$ cat src/rtl/weight_fetch.sv
// Weight-set fetcher: reads NUM_RDATA packed words per set from a fixed-latency
// memory and streams per-kernel slices into the weight buffer, paced by full/request.
module weight_fetch #(
    parameter int DAT_WIDTH   = 8,
    parameter int NUM_KERNEL  = 4,
    parameter int NUM_CHANNEL = 3,
    parameter int NUM_RDATA   = 3,
    parameter int ADDR_WIDTH  = 16,
    parameter int CNT_WIDTH   = 16,
    parameter int MEM_LATENCY = 2
) (
    input  logic                                          clk,
    input  logic                                          rst,
    input  logic                                          i_start,
    input  logic [ADDR_WIDTH-1:0]                         i_base_addr,
    input  logic [CNT_WIDTH-1:0]                          i_num_set,
    output logic                                          o_mem_en,
    output logic [ADDR_WIDTH-1:0]                         o_mem_addr,
    input  logic [DAT_WIDTH*NUM_CHANNEL*NUM_KERNEL-1:0]   i_mem_data,
    output logic [DAT_WIDTH*NUM_CHANNEL-1:0]              o_data_kn0,
    output logic [DAT_WIDTH*NUM_CHANNEL-1:0]              o_data_kn1,
    output logic [DAT_WIDTH*NUM_CHANNEL-1:0]              o_data_kn2,
    output logic [DAT_WIDTH*NUM_CHANNEL-1:0]              o_data_kn3,
    output logic                                          o_data_kn0_val,
    output logic                                          o_data_kn1_val,
    output logic                                          o_data_kn2_val,
    output logic                                          o_data_kn3_val,
    input  logic                                          i_buf_full,
    input  logic                                          i_data_req,
    output logic                                          o_busy,
    output logic                                          o_done,
    output logic                                          o_err
);

    localparam int SLICE_W = DAT_WIDTH * NUM_CHANNEL;
    localparam int RD_W    = $clog2(NUM_RDATA + 1);

    typedef enum logic [2:0] {IDLE, READ, WAIT, HOLD, DONE} state_t;

    state_t                              state;
    logic [CNT_WIDTH-1:0]                rem;
    logic [RD_W-1:0]                     rd_cnt;
    logic [RD_W-1:0]                     inflight;
    logic [MEM_LATENCY-1:0]              vld_pipe;
    logic [NUM_KERNEL-1:0][SLICE_W-1:0]  data_q;
    logic                                data_val;

    // Control FSM; o_mem_addr doubles as the address pointer carried across sets.
    always_ff @(posedge clk) begin
        if (rst) begin
            state      <= IDLE;
            o_mem_en   <= 1'b0;
            o_mem_addr <= '0;
            o_busy     <= 1'b0;
            o_done     <= 1'b0;
            o_err      <= 1'b0;
            rem        <= '0;
            rd_cnt     <= '0;
        end else begin
            o_done <= 1'b0;
            case (state)
                IDLE: begin
                    if (i_start) begin
                        o_err      <= 1'b0;
                        o_mem_addr <= i_base_addr;
                        rem        <= i_num_set;
                        rd_cnt     <= '0;
                        o_busy     <= 1'b1;
                        if (i_num_set == '0) begin
                            state  <= DONE;
                            o_done <= 1'b1;
                        end else begin
                            state    <= READ;
                            o_mem_en <= 1'b1;
                        end
                    end
                end
                READ: begin
                    if (i_data_req) o_err <= 1'b1;
                    if (rd_cnt == RD_W'(NUM_RDATA - 1)) begin
                        o_mem_en <= 1'b0;
                        rd_cnt   <= '0;
                        state    <= WAIT;
                    end else begin
                        rd_cnt     <= rd_cnt + RD_W'(1);
                        o_mem_addr <= o_mem_addr + ADDR_WIDTH'(1);
                    end
                end
                WAIT: begin
                    if (i_data_req) o_err <= 1'b1;
                    if (inflight == '0 && i_buf_full) state <= HOLD;
                end
                HOLD: begin
                    if (i_data_req) begin
                        rem <= rem - CNT_WIDTH'(1);
                        if (rem == CNT_WIDTH'(1)) begin
                            state  <= DONE;
                            o_done <= 1'b1;
                        end else begin
                            state      <= READ;
                            o_mem_en   <= 1'b1;
                            o_mem_addr <= o_mem_addr + ADDR_WIDTH'(1);
                        end
                    end
                end
                DONE: begin
                    state  <= IDLE;
                    o_busy <= 1'b0;
                end
                default: state <= IDLE;
            endcase
        end
    end

    // Read-valid tracking: read data is captured one cycle after it arrives.
    always_ff @(posedge clk) begin
        if (rst) begin
            vld_pipe <= '0;
            data_val <= 1'b0;
            data_q   <= '0;
            inflight <= '0;
        end else begin
            vld_pipe[0] <= o_mem_en;
            for (int i = 1; i < MEM_LATENCY; i++) vld_pipe[i] <= vld_pipe[i-1];
            data_val <= vld_pipe[MEM_LATENCY-1];
            if (vld_pipe[MEM_LATENCY-1]) data_q <= i_mem_data;
            inflight <= inflight + RD_W'(o_mem_en) - RD_W'(data_val);
        end
    end

    assign o_data_kn0     = data_q[0];
    assign o_data_kn1     = data_q[1];
    assign o_data_kn2     = data_q[2];
    assign o_data_kn3     = data_q[3];
    assign o_data_kn0_val = data_val;
    assign o_data_kn1_val = data_val;
    assign o_data_kn2_val = data_val;
    assign o_data_kn3_val = data_val;

endmodule

$ cat config.mk
export PLATFORM = sky130hd
export DESIGN_NAME = weight_fetch
export DESIGN_NICKNAME = d
export VERILOG_FILES = /design/src/rtl/weight_fetch.sv
export SDC_FILE = /design/constraint.sdc
export NUM_CORES = 1
export LEC_CHECK = 0
export CAP_MARGIN = 20
export CORE_ASPECT_RATIO = 1.5
export CORE_UTILIZATION = 43
export CTS_CLUSTER_DIAMETER = 200
export CTS_CLUSTER_SIZE = 12
export DETAILED_ROUTE_END_ITERATION = 16
export PLACE_DENSITY = 0.8
export SLEW_MARGIN = 20
export SYNTH_ARGS = -nofsm -noshare
export SYNTH_HDL_FRONTEND = slang
export SYNTH_SLANG_ARGS = --single-unit
$ cat constraint.sdc
create_clock -name clk -period 2.68 [get_ports clk]
set_input_delay 0.268 -clock clk [delete_from_list [all_inputs] [get_ports clk]]
set_output_delay 0.268 -clock clk [all_outputs]
set_load 0.02 [all_outputs]
; ---- Yosys cells after proc, flatten, opt, wreduce, memory -nomap -nowiden
; Cells that the tools add are included.
[word_totals]
register_bits = 142
input_bits = 133
elab_cells = 85
output_inout_bits = 120
[classes]
addsub = 5
eq_ne = 14
reduce_logical = 17
muxes = 34
[op_table]
columns = cell, n
row1 = $mux W16, 6
row2 = $pmux W16 S3, 1
row3 = $pmux W16 S2, 1
row4 = $mux W3, 6
row5 = $add A16 B1 Y16 const B, 1
row6 = $eq A16 B1 Y1 const B, 1
row7 = $logic_not A16 Y1, 1
row8 = $sub A16 B1 Y16 const B, 1
row9 = $ne A2 B2 Y1 const B, 7
row10 = $mux W1, 12
row11 = $pmux W3 S4, 1
row12 = $reduce_bool A2 Y1, 4
row13 = $eq A3 B2 Y1 const B, 2
row14 = $pmux W1 S2, 3
row15 = $reduce_and A3 Y1, 2
row16 = $reduce_and A6 Y1, 1
row17 = $reduce_and A5 Y1, 1
row18 = $mux W2, 2
row19 = $pmux W2 S2, 1
row20 = $reduce_and A2 Y1, 2
row21 = $reduce_and A4 Y1, 1
row22 = $eq A3 B1 Y1 const B, 1
row23 = $eq A3 B3 Y1 const B, 1
row24 = $logic_not A3 Y1, 1
row25 = 10 further kinds, 10

; ---- Logic depth before layout (Yosys ltp)
; Gate-level depths: netlist of run 1.
[logic_depth]
depth_word = 4
mapped_depth = 9
depth_no_buf = 7

; ---- Worst setup path after synthesis of run 1
; No wires, ideal clock.
[synth_timing]
path_type = register to register
startpoint = register rem[0]
endpoint = register rem[12]
stages_incl_launch_ff = 8
required_time_ps = 2546
t_arrival_ps = 1804
path_slack_ps = 743
n_path_buf = 0
cell_sequence = dfxtp_1 -> inv_1 -> ha_1 -> nor3b_1 -> nand2_1 -> or3_2 -> o22ai_1 -> a211oi_1
[synth_via]
elab_chain_len = 3
[synth_rtl]
columns = item, line_no
row1 = start: declaration, 41  ; logic [CNT_WIDTH-1:0] rem;
row2 = start signal: assignment, 66  ; rem <= i_num_set;
row3 = start signal: assignment, 95  ; rem <= rem - CNT_WIDTH'(1);
row4 = $sub A16 B1 Y16, 95
row5 = $mux W16, 94  ; if (i_data_req) begin
row6 = $pmux W16 S2, 61  ; case (state)
; Every way passes these cells. The select of a mux whose other input is x is not followed.
; A chain may end at the register's enable or synchronous reset.

; ---- Worst setup path after layout of run 1
[layout_timing]
startpoint = register rem[1]
endpoint = register o_mem_addr[13]
[layout_via]
elab_chain_len = 3
[layout_rtl]
columns = item, line_no
row1 = $eq A16 B1 Y1, 96  ; if (rem == CNT_WIDTH'(1)) begin
row2 = $ne A2 B2 Y1 (no source line), --
row3 = $reduce_and A5 Y1 (no source line), --
row4 = end signal: assignment, 65  ; o_mem_addr <= i_base_addr;
row5 = end signal: assignment, 86  ; o_mem_addr <= o_mem_addr + ADDR_WIDTH'(1);
row6 = end signal: assignment, 102  ; o_mem_addr <= o_mem_addr + ADDR_WIDTH'(1);
row7 = end: declaration, 18  ; output logic [ADDR_WIDTH-1:0] o_mem_addr,
; Every way passes these cells.

==> results of run 1 <==
-- metal layers --
layer | wire [um] | global-route usage, % | up-vias | share of wire [%]
met5 | 0 | 0 | - | 0
met4 | 442 | 9.93 | 0 | 2.5
met3 | 1390 | 7.75 | 35 | 7.8
met2 | 9130 | 41.9 | 226 | 51
met1 | 6780 | 25.4 | 2726 | 38
li1 | - | - | 2855 | -
-- worst paths after layout --
path,startpoint,endpoint,slack (ns),depth (start not counted)
min reg2reg,vld_pipe[0]$_SDFF_PP0_,vld_pipe[1]$_SDFF_PP0_,0.43,1
max,rem[1]$_SDFFE_PP0P_,o_mem_addr[13]$_SDFFE_PP0P_,0.42,7
max reg2reg,rem[1]$_SDFFE_PP0P_,o_mem_addr[13]$_SDFFE_PP0P_,0.42,7
min,rst,rem[6]$_SDFFE_PP0P_,0.36,2
-- cells in the mapped netlist, types with 4 or more instances --
cell	n
o21ai_0	15
o31ai_1	14
nand2_1	35
nand3_1	17
nor2_1	123
o22ai_1	4
nor3b_1	5
dfxtp_1	142
buf_1	5
mux2i_1	96
buf_4	5
nor3_1	9
clkbuf_1	32
a22oi_1	5
a31oi_1	13
nor4_1	10
nor2b_1	5
a211oi_1	10
buf_2	8
ha_1	5
a21oi_1	29
inv_1	10
nand4_1	8
-- through the flow --
step	instances	power (mW)
after global placement	1076	3.30
after floorplan	669	2.85
after global routing	1108	5.77
after CTS	1108	5.58
after detailed placement	1076	3.31
final	1108	5.55
-- power breakdown --
group          switching [mW]  leakage (nW)  internal [mW]  total [mW]
Combinational           0.439          1.90          0.499       0.938
Sequential              0.115          1.16           2.21        2.33
Clock                   0.959         0.282           1.32        2.28
-- state kept, by name, summed over array words and instances (netlist names) --
name and count:
o_err 1, o_data_kn2 24, o_data_kn0 24, o_mem_en 1
vld_pipe 2, o_done 1, o_data_kn0_val 1, o_busy 1
rem 16, o_mem_addr 16, o_data_kn3 24, inflight 2
rd_cnt 2, state 3, o_data_kn1 24
-- cell families (layout without fill, tap and decap cells) --
logic type / Yosys count / after routing
xor+xnor: 3 / 3
flops: 142 / 142
simple gates: 243 / 243
compound gates: 119 / 119
buf+inv: 61 / 308
fa+ha+maj: 5 / 5
mux: 96 / 96
-- layout make-up --
class	instances	area, sq um	area share (%)
repair buffers	266	2660	28.4
clock buffers	19	443	4.73
inverters	10	37.5	0.400
clock inverters	13	126	1.35
multi-input cells	466	3020	32.2
flip-flops and latches	142	2850	30.4
well taps	192	240	2.56
-- worst reg2reg max path, cell delays in order (launching register included) --
cell and delay [ns]:
dfxtp_1 0.39, inv_1 0.09, ha_1 0.17, nor4b_1 0.14, nand4_1 0.16, or2_0 0.68
nand2_1 0.27, o31ai_1 0.28
==> impl_metrics.py, run 1 <==
metrics = {
    "status": {
        "status": "finished clean",
    },
    "layout": {
        "fin_util_pct": 67.0,
        "most-common-layout-cells": "clkdlybuf4s50_1 (251), dfxtp_1 (141), nor2_1 (123)",
        "diodes": 0,
        "drive_above_1_share_pct": 6.66,
        "final_common_cell": "clkdlybuf4s50_1",
        "fillers": 1140,
        "area_growth_syn_to_layout_pct": 53.0,
        "postLayoutCellArea_sq_mm": 0.00937,
        "num-nets-final": 1041,
    },
    "timing": {
        "hold_viol_final": 0,
        "period_needed_ns": 2.26,
        "finalCritPeriodShare_pct": 84.3,
        "grt_setup_unrepaired": "no",
        "final.setup.tns_ns": 0,
        "max_freq_mhz": 443,
        "finalSetupViolations": 0,
        "worst_hold_slack_ns": 0.365,
        "slew_headroom_pct": 43.7,
        "tightest_slew_ns": 0.845,
        "drv_slew": 0,
        "worst_slack_ns": 0.421,
        "worst_clock_skew_ns": 0.0148,
    },
    "synthesis": {
        "synth_cells": 669,
        "mappedNetlistArea_sq_mm": 0.00613,
        "ys_seq_area_share_pct": 46.4,
        "synth_top_family_by_area": "simple AND/OR/NAND/NOR gates",
        "synth_simple_gate_area_share_pct": 19.0,
        "synth_edf_count": 0,
        "synth_area_leaders": "dfxtp_1 (46%), mux2i_1 (16%), nor2_1 (7.5%), a21oi_1 (2.4%), nand2_1 (2.1%)",
        "async_flop_share_pct": 0,
        "synth_area_leader_cell": "dfxtp_1",
        "synth-seq-cells": 142,
        "synth-adder-area-share_pct": 1.02,
        "synth.mux.area_fraction_pct": 15.7,
        "yosysWarnings": 0,
        "yosysUniqueCellTypes": 65,
        "synthXorXnorAreaFrac_pct": 0.429,
        "syn_avg_cell_area_sq_um": 9.16,
        "syn_nets": 807,
        "ys.flop_type": "dfxtp_1",
        "synth_compound_area_share_pct": 13.1,
        "netlist.area_leader.share_pct": 46.4,
    },
    "placement": {
        "place_ws_ns": 0.419,
        "placed_area_sq_mm": 0.00880,
        "numPortBuffers": 252,
        "place_congestion": 0.872,
        "hpwlAfterDp_um": 12800,
    },
    "detailed_routing": {
        "dr.pass1.iters": 4,
        "drtIter0Drc": 240,
        "drc": 0,
        "vias": 5842,
        "wl_per_cell_um": 16.0,
        "ant_nets": 0,
        "drt_wl_total_um": 17700,
        "via_per_inst": 5.27,
    },
    "floorplanning": {
        "start_util_pct": 43.8,
        "die_w_um": 99.5,
        "core_sq_mm": 0.0140,
        "die_h_um": 148,
        "rows": 53,
        "ioPinCount": 253,
        "dieArea_sq_mm": 0.0147,
    },
    "worst_setup_path": {
        "required_ns": 3.02,
        "start_kind": "flop",
        "path_delay_family": "simple AND/OR/NAND/NOR gates",
        "cp.arrival_ns": 2.60,
        "cp_cell_sequence": "inv_1 -> ha_1 -> nor4b_1 -> nand4_1 -> or2_0 -> nand2_1 -> o31ai_1",
        "critPathKind": "reg2reg",
        "cp_max_fo": 15,
        "crit_buf_inv": 1,
        "cp_slowest_stage_delay_ns": 0.68,
        "cp-end-kind": "flop",
        "slowest_stage": "or2_0",
    },
    "cts": {
        "cts_buffers": 17,
        "clock_sinks": 142,
        "post_cts_resized": 0,
        "clock_latency_ns": 0.42,
        "clock_path_buffers": 2,
        "clk_transition_reported_paths_ns": 0.06,
        "cts_tree": "yes",
        "ctsHoldBuffers": 0,
        "htreeDepth": 4,
        "postCtsSetupRepairBufs": 0,
        "clockRootBuffer": "clkbuf_16",
    },
    "power_and_ir_drop": {
        "power.leakage_nw": 3.34,
        "power_density_mw_per_mm2": 592,
        "ir_drop_uv": 370,
    },
    "grt": {
        "grt_pass1_vias": 5537,
        "antenna_found_initial": 0,
        "grt_start_max_net_pins": 66,
        "grt_pass1_wl_um": 27500,
        "grt_overflow_total": 0,
        "grtUsageTotal_pct": 23.6,
    },
    "worst_hold_path": {
        "hp-class": "in2reg",
    },
    "flow_run": {
        "drv_cap": 0,
    },
}
No activity file was read; power rests on OpenSTA's default activity.
==> run 2: changes to the inputs <==
Clock period 2.68 ns to 2.1 ns, I/O delays scaled along.
==> run 2 against run 1 <==
Against the previous run: count of clock-buffer cells in the layout fell by 1; cell count rose by 2.3%; register-to-register slack worse by 0.24 ns; global-route usage increased by 0.78 points; hold slack lost 0.19 ns; fmax grew 18%; die area is the same; sequential share of layout area is 0.73 points lower; critical path depth down 2.
==> impl_metrics.py, run 2 (synthesis results as in run 1) <==
metrics = {
    "layout": {
        "diodes": 0,
        "num-nets-final": 1067,
        "final_common_cell": "clkdlybuf4s50_1",
        "drive_above_1_share_pct": 9.45,
        "most-common-layout-cells": "clkdlybuf4s50_1 (251), dfxtp_1 (140), nor2_1 (123)",
        "area_growth_syn_to_layout_pct": 56.8,
    },
    "cts": {
        "ctsHoldBuffers": 0,
        "clock_latency_ns": 0.42,
        "clock_sinks": 142,
        "clockRootBuffer": "clkbuf_16",
        "clock_path_buffers": 2,
        "cts_tree": "yes",
        "htreeDepth": 4,
        "clk_transition_reported_paths_ns": 0.07,
        "postCtsSetupRepairBufs": 0,
        "cts_buffers": 17,
    },
    "detailed_routing": {
        "wl_per_cell_um": 16.4,
        "dr.pass1.iters": 4,
        "ant_nets": 0,
        "drt_wl_total_um": 18600,
        "drtIter0Drc": 193,
        "drc": 0,
        "vias": 5955,
        "via_per_inst": 5.25,
    },
    "floorplanning": {
        "start_util_pct": 43.8,
        "core_sq_mm": 0.0140,
        "die_w_um": 99.5,
        "ioPinCount": 253,
        "die_h_um": 148,
        "dieArea_sq_mm": 0.0147,
        "rows": 53,
    },
    "flow_run": {
        "drv_cap": 0,
    },
    "grt": {
        "grt_pass1_vias": 5669,
        "grt_overflow_total": 0,
        "antenna_found_initial": 0,
        "grt_pass1_wl_um": 28200,
        "grt_start_max_net_pins": 84,
        "grtUsageTotal_pct": 24.3,
    },
    "timing": {
        "grt_setup_unrepaired": "no",
        "worst_slack_ns": 0.181,
        "drv_slew": 0,
        "slew_headroom_pct": 72.8,
        "period_needed_ns": 1.92,
        "finalSetupViolations": 0,
        "hold_viol_final": 0,
        "max_freq_mhz": 521,
        "finalCritPeriodShare_pct": 91.4,
        "worst_clock_skew_ns": 0.0108,
        "final.setup.tns_ns": 0,
        "tightest_slew_ns": 0.408,
    },
    "worst_setup_path": {
        "cp_slowest_stage_delay_ns": 0.58,
        "rr_worst_depth": 5,
        "worstReg2RegStart": "rem[7]$_SDFFE_PP0P_",
        "required_ns": 2.39,
        "start_kind": "flop",
        "slowest_stage": "or4_4",
        "cp.arrival_ns": 2.21,
        "critPathKind": "reg2reg",
        "cp_cell_sequence": "or4_4 -> or3_4 -> o31a_1 -> o21ai_2 -> a21oi_1",
        "cp-end-kind": "flop",
        "crit_start": "rem[7]$_SDFFE_PP0P_",
        "cp_max_fo": 8,
        "path_delay_family": "simple AND/OR/NAND/NOR gates",
        "crit_buf_inv": 0,
        "cp_num_cells": 5,
    },
    "placement": {
        "numPortBuffers": 252,
        "place_ws_ns": -0.00605,
        "hpwlAfterDp_um": 13200,
        "place_congestion": 0.899,
    },
    "power_and_ir_drop": {
        "power.leakage_nw": 3.48,
        "power_density_mw_per_mm2": 749,
        "ir_drop_uv": 518,
    },
    "status": {
        "status": "finished clean",
    },
    "worst_hold_path": {
        "hold_depth": 2,
        "hp-class": "in2reg",
        "hp-start": "rst",
    },
}
[run 2: what timing repair did]
item,4_1_cts,5_1_grt
endpoints found under the hold margin,0,0
gates resized for setup,0,2
setup endpoints to repair,0,3
[run 2: through the flow]
stage / cell area [sq um] / std cells / total power, mW / hold WS [ns] / utilization (%)
CTS: 9600 / 1134 / 7.25 / 0.161 / 68.6
floorplan: 6130 / 669 / 3.63 / 0.357 / -
detailed placement: 9020 / 1102 / 4.29 / 0.428 / 64.5
finish: 9610 / 1134 / 7.20 / 0.175 / 68.7
global placement: 9020 / 1102 / 4.27 / 0.417 / 64.5
global route: 9610 / 1134 / 7.48 / 0.179 / 68.7
[run 2: layout make-up]
class	instances	area, sq um
clock buffer	18	429
clock inverter	14	146
fill	1113	4380
inverter	10	37.5
multi-input combinational	466	3020
sequential	142	2850
tap	192	240
timing repair buffer	292	2880
[run 2: path summary, 6_finish.rpt]
| path | to | slack [ns] |
|---|---|---|
| min reg2reg | vld_pipe[1]$_SDFF_PP0_ | 0.44 |
| min | o_data_kn1[17]$_SDFFE_PP0P_ | 0.17 |
| max | rem[14]$_SDFFE_PP0P_ | 0.18 |
| max reg2reg | rem[14]$_SDFFE_PP0P_ | 0.18 |
[run 2: routing by layer]
metal	wire [um]	up-vias	track usage, %
li1	-	2903	-
met1	7250	2792	26.1
met2	9560	214	43.8
met3	1130	46	6.53
met4	648	0	11.8
met5	0	-	0
[run 2: power by group]
group	internal (mW)	leakage (nW)	total, mW	switching, mW
Sequential	2.82	1.16	2.96	0.135
Clock	1.67	0.276	2.95	1.27
Combinational	0.694	2.04	1.29	0.598
